`src/rtl/cache_controller.sv`:
```
// rtl/cache_controller.sv - miss-handling FSM for a write-back cache: victim writeback, fetch, fill
// Hit/miss counters saturate; every output is held low while rst is asserted.
module cache_controller #(
   parameter int DATA_WIDTH = 32,
   parameter int ADDR_WIDTH = 32
) (
   input  logic                  clk,
   input  logic                  rst,
   input  logic                  cpu_req,
   input  logic [ADDR_WIDTH-1:0] cpu_addr,
   input  logic                  hit,
   input  logic                  victim_dirty,
   input  logic [ADDR_WIDTH-1:0] victim_addr,
   input  logic [DATA_WIDTH-1:0] victim_data,
   input  logic                  mem_ready,
   input  logic [DATA_WIDTH-1:0] mem_rdata,
   output logic                  stall,
   output logic                  mem_req,
   output logic                  mem_we,
   output logic [ADDR_WIDTH-1:0] mem_addr,
   output logic [DATA_WIDTH-1:0] mem_wdata,
   output logic                  fill_en,
   output logic [ADDR_WIDTH-1:0] fill_addr,
   output logic [DATA_WIDTH-1:0] fill_data,
   output logic [31:0]           hit_count,
   output logic [31:0]           miss_count
);

   typedef enum logic [1:0] {IDLE, WRITEBACK, FETCH, FILL} state_t;

   state_t                state_q, state_d;
   logic [ADDR_WIDTH-1:0] miss_addr_q, miss_addr_d;
   logic [ADDR_WIDTH-1:0] vic_addr_q, vic_addr_d;
   logic [DATA_WIDTH-1:0] vic_data_q, vic_data_d;
   logic [DATA_WIDTH-1:0] rdata_q, rdata_d;
   logic [31:0]           hit_count_q, hit_count_d;
   logic [31:0]           miss_count_q, miss_count_d;

   always_ff @(posedge clk or negedge rst) begin
      if (!rst) begin
         state_q      <= IDLE;
         miss_addr_q  <= '0;
         vic_addr_q   <= '0;
         vic_data_q   <= '0;
         rdata_q      <= '0;
         hit_count_q  <= '0;
         miss_count_q <= '0;
      end else begin
         state_q      <= state_d;
         miss_addr_q  <= miss_addr_d;
         vic_addr_q   <= vic_addr_d;
         vic_data_q   <= vic_data_d;
         rdata_q      <= rdata_d;
         hit_count_q  <= hit_count_d;
         miss_count_q <= miss_count_d;
      end
   end

   always_comb begin
      state_d      = state_q;
      miss_addr_d  = miss_addr_q;
      vic_addr_d   = vic_addr_q;
      vic_data_d   = vic_data_q;
      rdata_d      = rdata_q;
      hit_count_d  = hit_count_q;
      miss_count_d = miss_count_q;
      stall        = 1'b0;
      mem_req      = 1'b0;
      mem_we       = 1'b0;
      mem_addr     = '0;
      mem_wdata    = '0;
      fill_en      = 1'b0;
      fill_addr    = '0;
      fill_data    = '0;

      case (state_q)
         IDLE: begin
            if (cpu_req) begin
               if (hit) begin
                  if (hit_count_q != 32'hFFFF_FFFF) hit_count_d = hit_count_q + 32'd1;
               end else begin
                  // Miss is flagged in the detect cycle so the pipeline freezes immediately.
                  stall       = 1'b1;
                  miss_addr_d = {cpu_addr[ADDR_WIDTH-1:2], 2'b00};
                  if (miss_count_q != 32'hFFFF_FFFF) miss_count_d = miss_count_q + 32'd1;
                  if (victim_dirty) begin
                     vic_addr_d = {victim_addr[ADDR_WIDTH-1:2], 2'b00};
                     vic_data_d = victim_data;
                     state_d    = WRITEBACK;
                  end else begin
                     state_d    = FETCH;
                  end
               end
            end
         end
         WRITEBACK: begin
            stall     = 1'b1;
            mem_req   = 1'b1;
            mem_we    = 1'b1;
            mem_addr  = vic_addr_q;
            mem_wdata = vic_data_q;
            if (mem_ready) state_d = FETCH;
         end
         FETCH: begin
            stall    = 1'b1;
            mem_req  = 1'b1;
            mem_addr = miss_addr_q;
            if (mem_ready) begin
               rdata_d = mem_rdata;
               state_d = FILL;
            end
         end
         FILL: begin
            stall     = 1'b1;
            fill_en   = 1'b1;
            fill_addr = miss_addr_q;
            fill_data = rdata_q;
            state_d   = IDLE;
         end
         default: state_d = IDLE;
      endcase

      // The IDLE miss stall is combinational from cpu inputs, so gate it during reset too.
      if (!rst) begin
         stall     = 1'b0;
         mem_req   = 1'b0;
         mem_we    = 1'b0;
         mem_addr  = '0;
         mem_wdata = '0;
         fill_en   = 1'b0;
         fill_addr = '0;
         fill_data = '0;
      end
   end

   assign hit_count  = hit_count_q;
   assign miss_count = miss_count_q;

endmodule

```
`config.mk`:
```
export PLATFORM = sky130hd
export DESIGN_NAME = cache_controller
export DESIGN_NICKNAME = d
export VERILOG_FILES = /design/src/rtl/cache_controller.sv
export SDC_FILE = /design/constraint.sdc
export NUM_CORES = 1
export LEC_CHECK = 0
export ABC_AREA = 1
export CAP_MARGIN = 20
export CORE_UTILIZATION = 51
export DETAILED_ROUTE_END_ITERATION = 12
export GPL_ROUTABILITY_DRIVEN = 0
export HOLD_SLACK_MARGIN = 0.06
export PLACE_DENSITY = 0.87
export SLEW_MARGIN = 25
export SYNTH_ARGS = -nofsm -noshare
export SYNTH_HDL_FRONTEND = slang
export SYNTH_SLANG_ARGS = --single-unit
```
`constraint.sdc`:
```
create_clock -name clk -period 3.6 [get_ports clk]
set_input_delay 0.72 -clock clk [delete_from_list [all_inputs] [get_ports clk]]
set_output_delay 0.72 -clock clk [all_outputs]
set_load 0.01 [all_outputs]
```
==> key figures, run 1 <==
Flow run
  • Max_cap viols: 0

Detailed routing
  • DRC violations left: 0
  • DR pass1 iterations: 6
  • Wire per inst: 14.9 um
  • Vias/cell: 5.06
  • Total wire length: 30.1 mm
  • DR iter-0 viols: 674
  • Vias: 10,300
  • Final ANT Viol Nets: 0

Setup path
  • Worst r2r src: miss_count[0]
  • Worst Setup Start Kind: flop
  • Crit path max fanout: 23
  • Crit. End Element: output pin
  • Worst EP required: 2.88 ns
  • R2R Setup Slk: 1.52 ns
  • Worst reg-to-reg path cell count: 10
  • RR Endpoint: miss_count[10]
  • Crit path kind: flop to output pin
  • WP data arrival: 2.60 ns

Floorplan
  • Die area: 0.0206 mm^2
  • Initial core utilization: 52.2%
  • CORE AREA: 0.0195 mm^2
  • Die Width: 143 um
  • Die Span Y: 143 um
  • Number of I/O pins: 330
  • Rows: 51

Yosys
  • Post-Syn Area: 0.0102 mm^2
  • Syn Inst Count: 1,454
  • Synth Area per Inst: 7.02 um^2
  • Synthesis Warnings: 0
  • Synth cell types: 27
  • Yosys reg bits: 190
  • Seq/Total Area, Yosys: 46.6%

GRT
  • Antenna violations before repair: 0
  • Gr ovfl total: 0
  • Grt met2 use: 51.7%
  • M1 GR Usage: 33.9%
  • Largest net degree at the start of global routing: 77
  • Vias in the first global route: 9,667
  • Met3 Usage GRT: 7.13%
  • First-pass GRT wire length: 47.3 mm
  • GRT Max-Usage Layer: met2
  • GRT Total Usage: 29.3%

Pwr
  • Max IR drop VDD: 0.390 mV
  • Gate power share: 36.0%
  • Pint: 5060 uW
  • Static leakage: 0.00660 uW
  • Pwr/cell area: 561 mW/mm^2
  • Sequential power share: 39.9%
  • Switching Fraction: 36.4%
  • Clk pwr share: 24.1%
  • Switch Pwr: 2890 uW

STA
  • Min Tclk post-route: 3.32 ns
  • Slew Limit Fails: 0
  • Endpoints failing setup: 0
  • Final hold violations: 0
  • Worst slew pin tran: 0.820 ns
  • RSZ-0062 raised after global routing: no
  • Worst hold slack: 0.0861 ns
  • Clock skew: 0.00977 ns
  • Achievable clock frequency: 301 MHz
  • Setup TNS: 0 ns
  • Fin crit share: 92.2%
  • Slew margin rel.: 45.3%

Clocking
  • Htree depth: 4
  • Hold Buf Count CTS: 0
  • Post CTS Setup Buffer Count: 0
  • Inserted Clock Buffers: 17
  • Latest clock arrival within the worst-skew pair: 0.44 ns
  • Clock slew at reported path FFs: 0.07 ns
  • CTS tree: done
  • Clock sink count: 190
  • Max clock buf depth: 2
  • Root buffer cell: clkbuf_16
  • Post-CTS resize count: 0

Final layout
  • Final #Nets: 1,889
  • Core occupancy in the finished layout: 72.7%
  • Diodes inserted: 0
  • Area Growth Syn to Fin: 39.1%
  • Non-Filler Instances: 2,026
  • FF/Latch Area: 0.00475 mm^2
  • Layout cells sized above 1: 4.15%
  • FILL cells: 1,556
  • Area of the multi-input gates: 0.00455 mm^2

Place
  • I/O Buffers: 321
  • Dpl cells: 1,994
  • Post-DP HPWL: 22.1 mm

Outcome
  • Status: complete, no violations

Min path
  • Hold Crit Class: primary input to asynchronous set/reset pin
==> logic make-up after synthesis <==
group	synth area share (%)
buffers and inverters	9.03
adders and majority gates	0.859
xor gates and xnor gates	2.32
AOI/OAI and AO/OA	6.86
DFF	46.6
and+or+nand+nor	34.3
other	0.0368
==> state kept, by name, indices dropped and copies added, names as in the netlist <==
name	flops
hit_count	32
miss_addr_q	30
miss_count	32
rdata_q	32
state_q	2
vic_addr_q	30
vic_data_q	32
==> layout by cell type, fill, tap and decap left out, types with 4 or more instances in the layout <==
cell type,netlist,final
nand2_1,516,513
clkdlybuf4s50_1,0,320
nor2_1,255,255
dfrtp_1,190,190
inv_1,155,155
a21oi_1,95,95
nand3_1,66,66
o21ai_0,42,42
clkbuf_16,0,17
xor2_1,15,15
xnor2_1,12,12
buf_4,7,10
nor2_2,8,8
nand4_1,7,7
ha_1,7,7
nor2_4,6,6
nand2_4,4,5
nand2_2,2,4
nand3b_1,4,4
conb_1,1,4
inv_8,0,4
==> worst max path at each step <==
stage	from	end	slack (ns)	cells past startpoint
after floorplan	state_q[0]	mem_addr[10]	1.52	6
after global placement	rst	stall	0.58	4
after detailed placement	rst	stall	0.55	4
after CTS	state_q[1]	mem_addr[19]	0.28	6
after global routing	state_q[1]	mem_addr[19]	0.11	6
final	state_q[1]	mem_addr[19]	0.28	6
==> metal layers <==
| metal | vias to the layer above | part of all wire, % |
|---|---|---|
| met5 | - | 0 |
| met1 | 4750 | 39 |
| li1 | 5009 | - |
| met4 | 0 | 3.4 |
| met2 | 413 | 50 |
| met3 | 78 | 7.8 |
==> power groups by stage <==
stage	Clock (uW)	Combinational (uW)	Sequential (uW)
CTS	1950	2880	3170
detailed placement	0	2860	3210
global placement	0	2760	3180
finish	1910	2860	3180
global route	2030	3190	3250
floorplan	0	1600	3140
==> synthesized netlist by cell type <==
| master | instances | area share [%] |
|---|---|---|
| clkbuf_1 | 39 | 1.4 |
| nor2_2 | 8 | 0.49 |
| a21oi_1 | 95 | 4.7 |
| xnor2_1 | 12 | 1.0 |
| nand4_1 | 7 | 0.43 |
| nand2_8 | 1 | 0.20 |
| nand2_1 | 516 | 19 |
| o22ai_1 | 1 | 0.061 |
| inv_1 | 155 | 5.7 |
| buf_2 | 9 | 0.44 |
| o21ai_0 | 42 | 2.1 |
| nand3_1 | 66 | 3.2 |
| ha_1 | 7 | 0.86 |
| nor2_1 | 255 | 9.4 |
| o21a_1 | 1 | 0.074 |
| nand2_4 | 4 | 0.44 |
| nor2_4 | 6 | 0.66 |
| xor2_1 | 15 | 1.3 |
| dfrtp_1 | 190 | 47 |
| nand2_2 | 2 | 0.12 |
| conb_1 | 1 | 0.037 |
| inv_4 | 2 | 0.12 |
| nand3b_1 | 4 | 0.29 |
| nor3_1 | 1 | 0.049 |
| buf_6 | 7 | 0.77 |
| buf_4 | 7 | 0.52 |
| inv_2 | 1 | 0.037 |
==> worst max-delay path: stages, from the launching register on <==
cell	delay (ns)
dfrtp_1	0.41
inv_1	0.13
ha_1	0.40
buf_4	0.35
nand2_1	0.08
a21oi_1	0.20
clkdlybuf4s50_1	0.59
==> per-stage QoR <==
stage | area [um^2] | power, uW | worst slack [ns]
after floorplan | 10200 | 4740 | 1.52
after global placement | 13600 | 5940 | 0.576
after detailed placement | 13600 | 6080 | 0.554
after CTS | 14200 | 8000 | 0.279
after global routing | 14200 | 8470 | 0.106
final | 14200 | 7950 | 0.281
==> layout make-up <==
type,instances,share of cell area [%]
inverter,158,4.22
clock inverter,15,1.23
sequential,190,33.5
timing repair buffer,334,23.6
multi-input combinational,1047,32.1
clock buffer,17,3.00
tap,265,2.34
No activity file was read; power rests on OpenSTA's default activity.
==> run 2, diff against run 1 <==
--- a/config.mk
+++ b/config.mk
@@ -6,12 +6,12 @@
 export NUM_CORES = 1
 export LEC_CHECK = 0
 export ABC_AREA = 1
-export CAP_MARGIN = 20
 export CORE_UTILIZATION = 51
+export CTS_CLUSTER_SIZE = 8
 export DETAILED_ROUTE_END_ITERATION = 12
 export GPL_ROUTABILITY_DRIVEN = 0
 export HOLD_SLACK_MARGIN = 0.06
-export PLACE_DENSITY = 0.87
+export PLACE_DENSITY = 0.95
 export SLEW_MARGIN = 25
 export SYNTH_ARGS = -nofsm -noshare
 export SYNTH_HDL_FRONTEND = slang
==> run 2 against run 1 <==
Effect of this change:
- sequential share of layout area rose by 0.050 points
- clock power fell by 3%
- wire length rose by 2.3%
- clock skew rose by 0.0048 ns
- cell count barely moved
- setup slack improved by 0.058 ns
- global-route usage rose by 0.49 points
- critical endpoint is now mem_addr[29]
==> key figures, run 2 (same netlist as run 1, synthesis figures left out) <==
Pwr
  • Pwr/cell area: 560 mW/mm^2
  • Switching Fraction: 37.2%
  • Sequential power share: 40.5%
  • Clk pwr share: 23.4%
  • Static leakage: 0.00659 uW
  • Pint: 4980 uW
  • Gate power share: 36.2%
  • Max IR drop VDD: 0.330 mV
  • Switch Pwr: 2950 uW

STA
  • Achievable clock frequency: 307 MHz
  • Slew Limit Fails: 0
  • Setup TNS: 0 ns
  • Fin crit share: 90.6%
  • Endpoints failing setup: 0
  • Clock skew: 0.0146 ns
  • Final hold violations: 0
  • Final worst setup slack: 0.339 ns
  • Slew margin rel.: 43.4%
  • Min Tclk post-route: 3.26 ns
  • RSZ-0062 raised after global routing: no
  • Worst slew pin tran: 0.849 ns

Final layout
  • Layout cells sized above 1: 4.04%
  • Commonest non-fill, non-tap cell in the layout: nand2_1
  • Most frequent cells in the layout: 513 x nand2_1, 320 x clkdlybuf4s50_1, 255 x nor2_1
  • Area Growth Syn to Fin: 38.9%
  • FILL cells: 1,413
  • Final #Nets: 1,887
  • Final instance area: 0.0142 mm^2

Clocking
  • Hold Buf Count CTS: 0
  • Max clock buf depth: 2
  • Clock sink count: 190
  • Clock slew at reported path FFs: 0.07 ns
  • Post-CTS resize count: 0
  • CTS tree: done
  • Htree depth: 4
  • Root buffer cell: clkbuf_16
  • Inserted Clock Buffers: 17
  • Post CTS Setup Buffer Count: 0
  • Latest clock arrival within the worst-skew pair: 0.44 ns

Floorplan
  • Die Span Y: 143 um
  • Die area: 0.0206 mm^2
  • Die Width: 143 um
  • Initial core utilization: 52.2%
  • Rows: 51
  • Number of I/O pins: 330
  • CORE AREA: 0.0195 mm^2

Min path
  • Hold Crit Class: primary input to asynchronous set/reset pin

Setup path
  • Worst EP required: 2.88 ns
  • Crit path kind: flop to output pin
  • Crit-path max cell delay: 0.58 ns
  • R2R Setup Slk: 1.27 ns
  • Worst r2r src: state_q[1]
  • RR Endpoint: miss_addr_q[17]
  • WP data arrival: 2.54 ns
  • Crit path max fanout: 26
  • Crit path buf inv count: 3
  • Worst reg-to-reg path cell count: 7
  • Crit-path cells: inv_1, ha_1, buf_4, nand2_1, a21oi_1, clkdlybuf4s50_1
  • Crit. End Element: output pin
  • Crit-path slowest cell: clkdlybuf4s50_1
  • Worst Setup Start Kind: flop
  • Largest delay contributor family on the critical path: buffers and inverters

Detailed routing
  • Vias/cell: 5.17
  • WL met3: 2.40 mm
  • Final ANT Viol Nets: 0
  • Top routing layer in use: met4
  • Total wire length: 30.8 mm
  • M1 WL: 11.7 mm
  • DR WL met2: 15.5 mm
  • DR iter-0 viols: 780
  • DRC violations left: 0
  • Wire per inst: 15.2 um
  • DR pass1 iterations: 5
  • Vias: 10,500

GRT
  • GRT Total Usage: 29.8%
  • Gr ovfl total: 0
  • Antenna violations before repair: 1
  • First-pass GRT wire length: 48.0 mm
  • Largest net degree at the start of global routing: 187
  • Vias in the first global route: 10,000

Flow run
  • Max_cap viols: 0

Place
  • Post-DP HPWL: 22.3 mm
  • Post-place instance area: 0.0136 mm^2
  • I/O Buffers: 321
  • Placement Setup Slack: 0.678 ns

Outcome
  • Status: complete, no violations
run 2: final cells by class:
type	count	area (um^2)	share of cell area, %
Sequential cell	190	4750	33.6
Multi-Input combinational cell	1047	4550	32.1
Timing Repair Buffer	332	3360	23.7
Inverter	158	598	4.22
Clock buffer	17	425	3.00
Tap cell	265	332	2.34
Clock inverter	15	146	1.03
Antenna cell	1	2.50	0.0177
run 2: metal layers:
layer	up-vias	global-route usage, %
li1	5009	-
met5	-	0
met3	94	7.10
met4	0	15.4
met1	4876	34.5
met2	500	51.4
run 2: worst max path at each step:
stage               start               to  cells past startpoint
5_1_grt        state_q[1]     mem_addr[28]                      6
3_5_place_dp      cpu_req  miss_addr_q[17]                      8
3_3_place_gp          rst    fill_data[31]                      5
6_report       state_q[1]     mem_addr[29]                      6
2_1_floorplan  state_q[0]     mem_addr[10]                      6
4_1_cts        state_q[1]     mem_addr[29]                      6
run 2: power by group through the flow:
stage	registers (uW)	clock network [uW]	logic [uW]
5_1_grt	3280	1970	3190
2_1_floorplan	3140	0	1600
3_5_place_dp	3240	0	2860
3_3_place_gp	3200	0	2720
4_1_cts	3210	1880	2880
6_report	3210	1850	2870
run 2: metrics by stage:
stage,instances,power (uW),hold WS [ns],utilization (%)
floorplan,1457,4740,0.424,-
global placement,1991,5920,0.453,69.4
detailed placement,1991,6100,0.460,69.4
CTS,2023,7970,0.0947,72.4
global route,2025,8440,0.0922,72.5
finish,2025,7930,0.117,72.5
==> RTL change 1 (flow settings as in run 1) <==
Encoding of `state_t`: now Gray code (2 bits for 4 states).
--- a/src/rtl/cache_controller.sv
+++ b/src/rtl/cache_controller.sv
@@ -28,3 +28,3 @@
 
-   typedef enum logic [1:0] {IDLE, WRITEBACK, FETCH, FILL} state_t;
+   typedef enum logic [1:0] {IDLE = 2'b00, WRITEBACK = 2'b01, FETCH = 2'b11, FILL = 2'b10} state_t;
 
Check against the original RTL: no difference found for any inputs over 4 cycles, from zero or initial values and one cycle with rst low; so few cycles prove little.
==> RTL change 1 against run 1 <==
Total power is 1.7% higher; first-iteration DRC count shrank 4.9%; worst setup slack improved by 0.17 ns; sequential cell count unchanged; clock power down 3%; synthesized area down 0.81%; wire length up 2.8%; cell area shrank 0.65%; highest routed layer unchanged.
==> RTL change 1: results (changes against run 1) <==
| Metric | Value |
|---|---|
| Horizontal die dimension | `142.9 µm (was 143.4 µm)` |
| Proportion of synthesized chip area in sequential cells | `46.99% (was 46.61%)` |
| Number of global-route vias before repair | `9355 (was 9667)` |
| First-pass detailed-route iteration total | `5 (was 6)` |
| Filler instances | `1430 (was 1556)` |
| Layout cell share with drive strength beyond 1 | `5.957% (was 4.145%)` |
| Inserted Diodes | `7 (was 0)` |
| Result of the run | `finished clean (unchanged)` |
| Post-layout net count | `1786 (was 1889)` |
| Grt met2 use | `52.48% (was 51.71%)` |
| Internal power component | `5.232 mW (was 5.060 mW)` |
| Non-Clock Buffer Area Fraction | `24.14% (was 23.63%)` |
| Clock skew | `0.01374 ns (was 0.009767 ns)` |
| Detail Route met3 WL | `2369 µm (was 2338 µm)` |
| Average via count per standard cell | `5.125 (was 5.059)` |
| Post-route worst hold slack | `0.3467 ns (was 0.08609 ns)` |
| Total power divided by cell area | `574.1 nW/µm² (was 560.7 nW/µm²)` |
| Total routing resource utilization after global routing | `30.45% (was 29.34%)` |
| Final critical-path required period | `3.154 ns (was 3.319 ns)` |
| Global routing usage on met3 | `8.350% (was 7.131%)` |
| Largest net degree at the start of global routing | `83 (was 77)` |
| Plain + repair buffers | `337 (was 334)` |
| Slack of the worst reg-to-reg path | `0.93 ns (was 1.52 ns)` |
| Area taken by flip-flops and latches | `4756 µm² (was 4755 µm²)` |
| #MultiIn Comb | `947 (was 1047)` |
| Combinational logic power | `3.07 mW (was 2.86 mW)` |
| Met2 WL | `15420 µm (was 15060 µm)` |
| Cell types occupying the most area after synthesis | `sky130_fd_sc_hd__dfrtp_1 47%, sky130_fd_sc_hd__nand2_1 15%, sky130_fd_sc_hd__nor2_1 9.7%, sky130_fd_sc_hd__inv_1 5.7%, sky130_fd_sc_hd__a21oi_1 4.6% (was sky130_fd_sc_hd__dfrtp_1 47%, sky130_fd_sc_hd__nand2_1 19%, sky130_fd_sc_hd__nor2_1 9.4%, sky130_fd_sc_hd__inv_1 5.7%, sky130_fd_sc_hd__a21oi_1 4.7%)` |
| Post-synth top cells | `391 x sky130_fd_sc_hd__nand2_1, 261 x sky130_fd_sc_hd__nor2_1, 190 x sky130_fd_sc_hd__dfrtp_1 (was 516 x sky130_fd_sc_hd__nand2_1, 255 x sky130_fd_sc_hd__nor2_1, 190 x sky130_fd_sc_hd__dfrtp_1)` |
| Post-layout instance count excluding filler cells | `1934 (was 2026)` |
| Detail-routed net length per standard cell | `16.02 µm (was 14.87 µm)` |
## RTL change 1: changes by cell type in the layout (fill, tap and decap cells not counted), moves of 6 or more
cell                             run 1  this run
sky130_fd_sc_hd__o21ai_0            42        71
sky130_fd_sc_hd__nor2_1            255       261
sky130_fd_sc_hd__mux2_4              0        30
sky130_fd_sc_hd__diode_2             0         7
sky130_fd_sc_hd__nand3_1            66        36
sky130_fd_sc_hd__nand2_1           513       390
## RTL change 1: kinds of logic (layout without fill, tap and decap cells)
kind of cell | after synthesis | count (layout) | synth area share [%]
adder cells (fa/ha/maj) | 2 | 2 | 0.2473
multiplexers | 30 | 30 | 4.452
other | 1 | 11 | 0.03706
flip-flops | 190 | 190 | 46.99
XOR/XNOR | 27 | 27 | 2.337
buffers and inverters | 216 | 525 | 9.447
AO/OA/AOI/OAI | 165 | 165 | 8.161
AND/OR/NAND/NOR | 719 | 719 | 28.33
==> RTL change 2 (flow settings as in run 1) <==
Without the edit above. `DATA_WIDTH`: 32 -> 64.
--- a/src/rtl/cache_controller.sv
+++ b/src/rtl/cache_controller.sv
@@ -3,3 +3,3 @@
 module cache_controller #(
-   parameter int DATA_WIDTH = 32,
+   parameter int DATA_WIDTH = 64,
    parameter int ADDR_WIDTH = 32
Ports: changed (resized fill_data, mem_rdata, mem_wdata and victim_data); port bits go from 330 to 458. No check against the original RTL was run, so the function may have changed too.
==> RTL change 2 against run 1 <==
Sequential cell count is 64 higher; total power up 41%; maximum frequency is 4.5% lower; highest routed layer unchanged; count of clock-buffer cells in the layout up 26; die area up 26%; synthesized cell count rose by 24%; first-iteration DRC count increased by 41%; cell area rose by 31%; clock power up 46%; wire length increased by 36%; sequential power increased by 36%; worst setup slack lost 0.16 ns; via count increased by 29%; critical endpoint is now fill_data[1]; synthesized area rose by 27%.
==> RTL change 2: results (changes against run 1) <==
| Metric | Value |
|---|---|
| Placed instance area | `17630 µm² (was 13580 µm²)` |
| Post-synth top cells | `515 x sky130_fd_sc_hd__nand2_1, 383 x sky130_fd_sc_hd__nor2_1, 254 x sky130_fd_sc_hd__dfrtp_1 (was 516 x sky130_fd_sc_hd__nand2_1, 255 x sky130_fd_sc_hd__nor2_1, 190 x sky130_fd_sc_hd__dfrtp_1)` |
| Worst vdd rail ir drop | `0.0004105 V (was 0.0003899 V)` |
| Worst-path fanout max | `24 (was 23)` |
| Largest net degree at the start of global routing | `148 (was 77)` |
| Cell types occupying the most area after synthesis | `sky130_fd_sc_hd__dfrtp_1 49%, sky130_fd_sc_hd__nand2_1 15%, sky130_fd_sc_hd__nor2_1 11%, sky130_fd_sc_hd__inv_1 6.4%, sky130_fd_sc_hd__a21oi_1 6.2% (was sky130_fd_sc_hd__dfrtp_1 47%, sky130_fd_sc_hd__nand2_1 19%, sky130_fd_sc_hd__nor2_1 9.4%, sky130_fd_sc_hd__inv_1 5.7%, sky130_fd_sc_hd__a21oi_1 4.7%)` |
| Post-layout net count | `2418 (was 1889)` |
| Result of the run | `finished clean (unchanged)` |
| Max incr delay on CP | `0.62 ns (was 0.59 ns)` |
| Clock skew | `0.01284 ns (was 0.009767 ns)` |
| Yosys warnings | `0 (unchanged)` |
| Slew margin rel. | `39.18% (was 45.30%)` |
| Post-route worst hold slack | `0.4742 ns (was 0.08609 ns)` |
| Total number of vias | `13190 (was 10250)` |
| First-pass detailed-route iteration total | `5 (was 6)` |
| Slowest library cell on the worst path | `sky130_fd_sc_hd__dlygate4sd3_1 (was sky130_fd_sc_hd__clkdlybuf4s50_1)` |
| Static Leak | `8.821 nW (was 6.603 nW)` |
| Initial antenna violation count | `0 (unchanged)` |
| Number of global-route vias before repair | `12850 (was 9667)` |
| Port Buf Inserts | `449 (was 321)` |
| Slack of the worst reg-to-reg path | `1.22 ns (was 1.52 ns)` |
| Insertion delay of the later-clocked pin in the worst-skew pair | `0.53 ns (was 0.44 ns)` |
| Netlist cell types | `30 (was 27)` |
| CTS buffer count | `28 (was 17)` |
| Number of levels the H-tree was split into | `1 (was 4)` |
| Cell at the root of the clock tree | `sky130_fd_sc_hd__clkbuf_16 (unchanged)` |
| Drt initial violations | `952 (was 674)` |
| Crit path arrival time | `2.76 ns (was 2.60 ns)` |
| Total wirelength of the detailed-routed design | `41040 µm (was 30130 µm)` |
| Number of buffers on the longest clock path | `3 (was 2)` |
| Filler instances | `1782 (was 1556)` |
| CTS clock-pin slew for the worst setup and hold paths | `0.06 ns` |
| Proportion of synthesized chip area in sequential cells | `49.15% (was 46.61%)` |
| DRC violations left | `0 (unchanged)` |
| Wire length of the first global-routing pass | `64780 µm (was 47280 µm)` |
| Total routing resource utilization after global routing | `31.17% (was 29.34%)` |
| Layout cell share with drive strength beyond 1 | `3.941% (was 4.145%)` |
| Worst min path class | `register to register (was input pin to asynchronous set/reset pin)` |
| Final HPWL from detailed placement | `29470 µm (was 22090 µm)` |
[RTL change 2: stage by stage]
step | worst slack (ns) | instances | util [%]
2_1_floorplan | 1.373 | 1801 | -
3_3_place_gp | 0.6534 | 2506 | 71.67
3_5_place_dp | 0.6566 | 2506 | 71.67
4_1_cts | 0.04980 | 2557 | 75.34
5_1_grt | 0.06032 | 2557 | 75.36
6_report | 0.1233 | 2557 | 75.36
[RTL change 2: power by group]
part	switching (mW)	internal (mW)
clock	1.15	1.65
combinational	2.33	1.73
sequential	0.441	3.90
total	3.92	7.27
[RTL change 2: kinds of logic after synthesis]
kind of cell / count (synthesis) / synth area share, %
other: 1 / 0.02900
xor gates and xnor gates: 27 / 1.829
adders and majority gates: 7 / 0.6773
AOI/OAI and AO/OA: 203 / 7.886
and+or+nand+nor: 997 / 30.70
buffers and inverters: 309 / 9.724
DFF: 254 / 49.15
[RTL change 2: layer usage]
layer	GRT usage, %	wire length, µm
met5	0	0
met3	5.598	3265
met2	55.23	20450
met4	12.91	1670
met1	37.26	15660
[RTL change 2: path summary, 6_finish.rpt]
kind | start | end | cells after the start
min | vic_addr_q[6] | vic_addr_q[6] | 2
max in group asynchronous | rst | miss_count[17] | 5
max reg2reg | state_q[0] | miss_count[7] | 9
max | rst | fill_data[1] | 6
min in group asynchronous | rst | state_q[1] | 2
min reg2reg | vic_addr_q[6] | vic_addr_q[6] | 2
[RTL change 2: area by class of cell]
cell class,count,share of cell area (%)
flip-flops and latches,254,34.28
multi-input cells,1238,28.88
repair buffers,469,25.31
inverters,222,4.521
clock buffers,43,4.467
well taps,324,2.186
clock inverters,7,0.3576
[RTL change 2: tightest hold or removal path, cell delays in order (launching register included)]
cell and delay [ns]:
sky130_fd_sc_hd__dfrtp_1 0.34, sky130_fd_sc_hd__nand2_1 0.05, sky130_fd_sc_hd__nand2_1 0.05
[RTL change 2: what timing repair did]
item	in CTS	in global routing
setup endpoints to repair	0	1
endpoints found under the hold margin	2	0
resized for setup	0	1
hold buffers	1	0
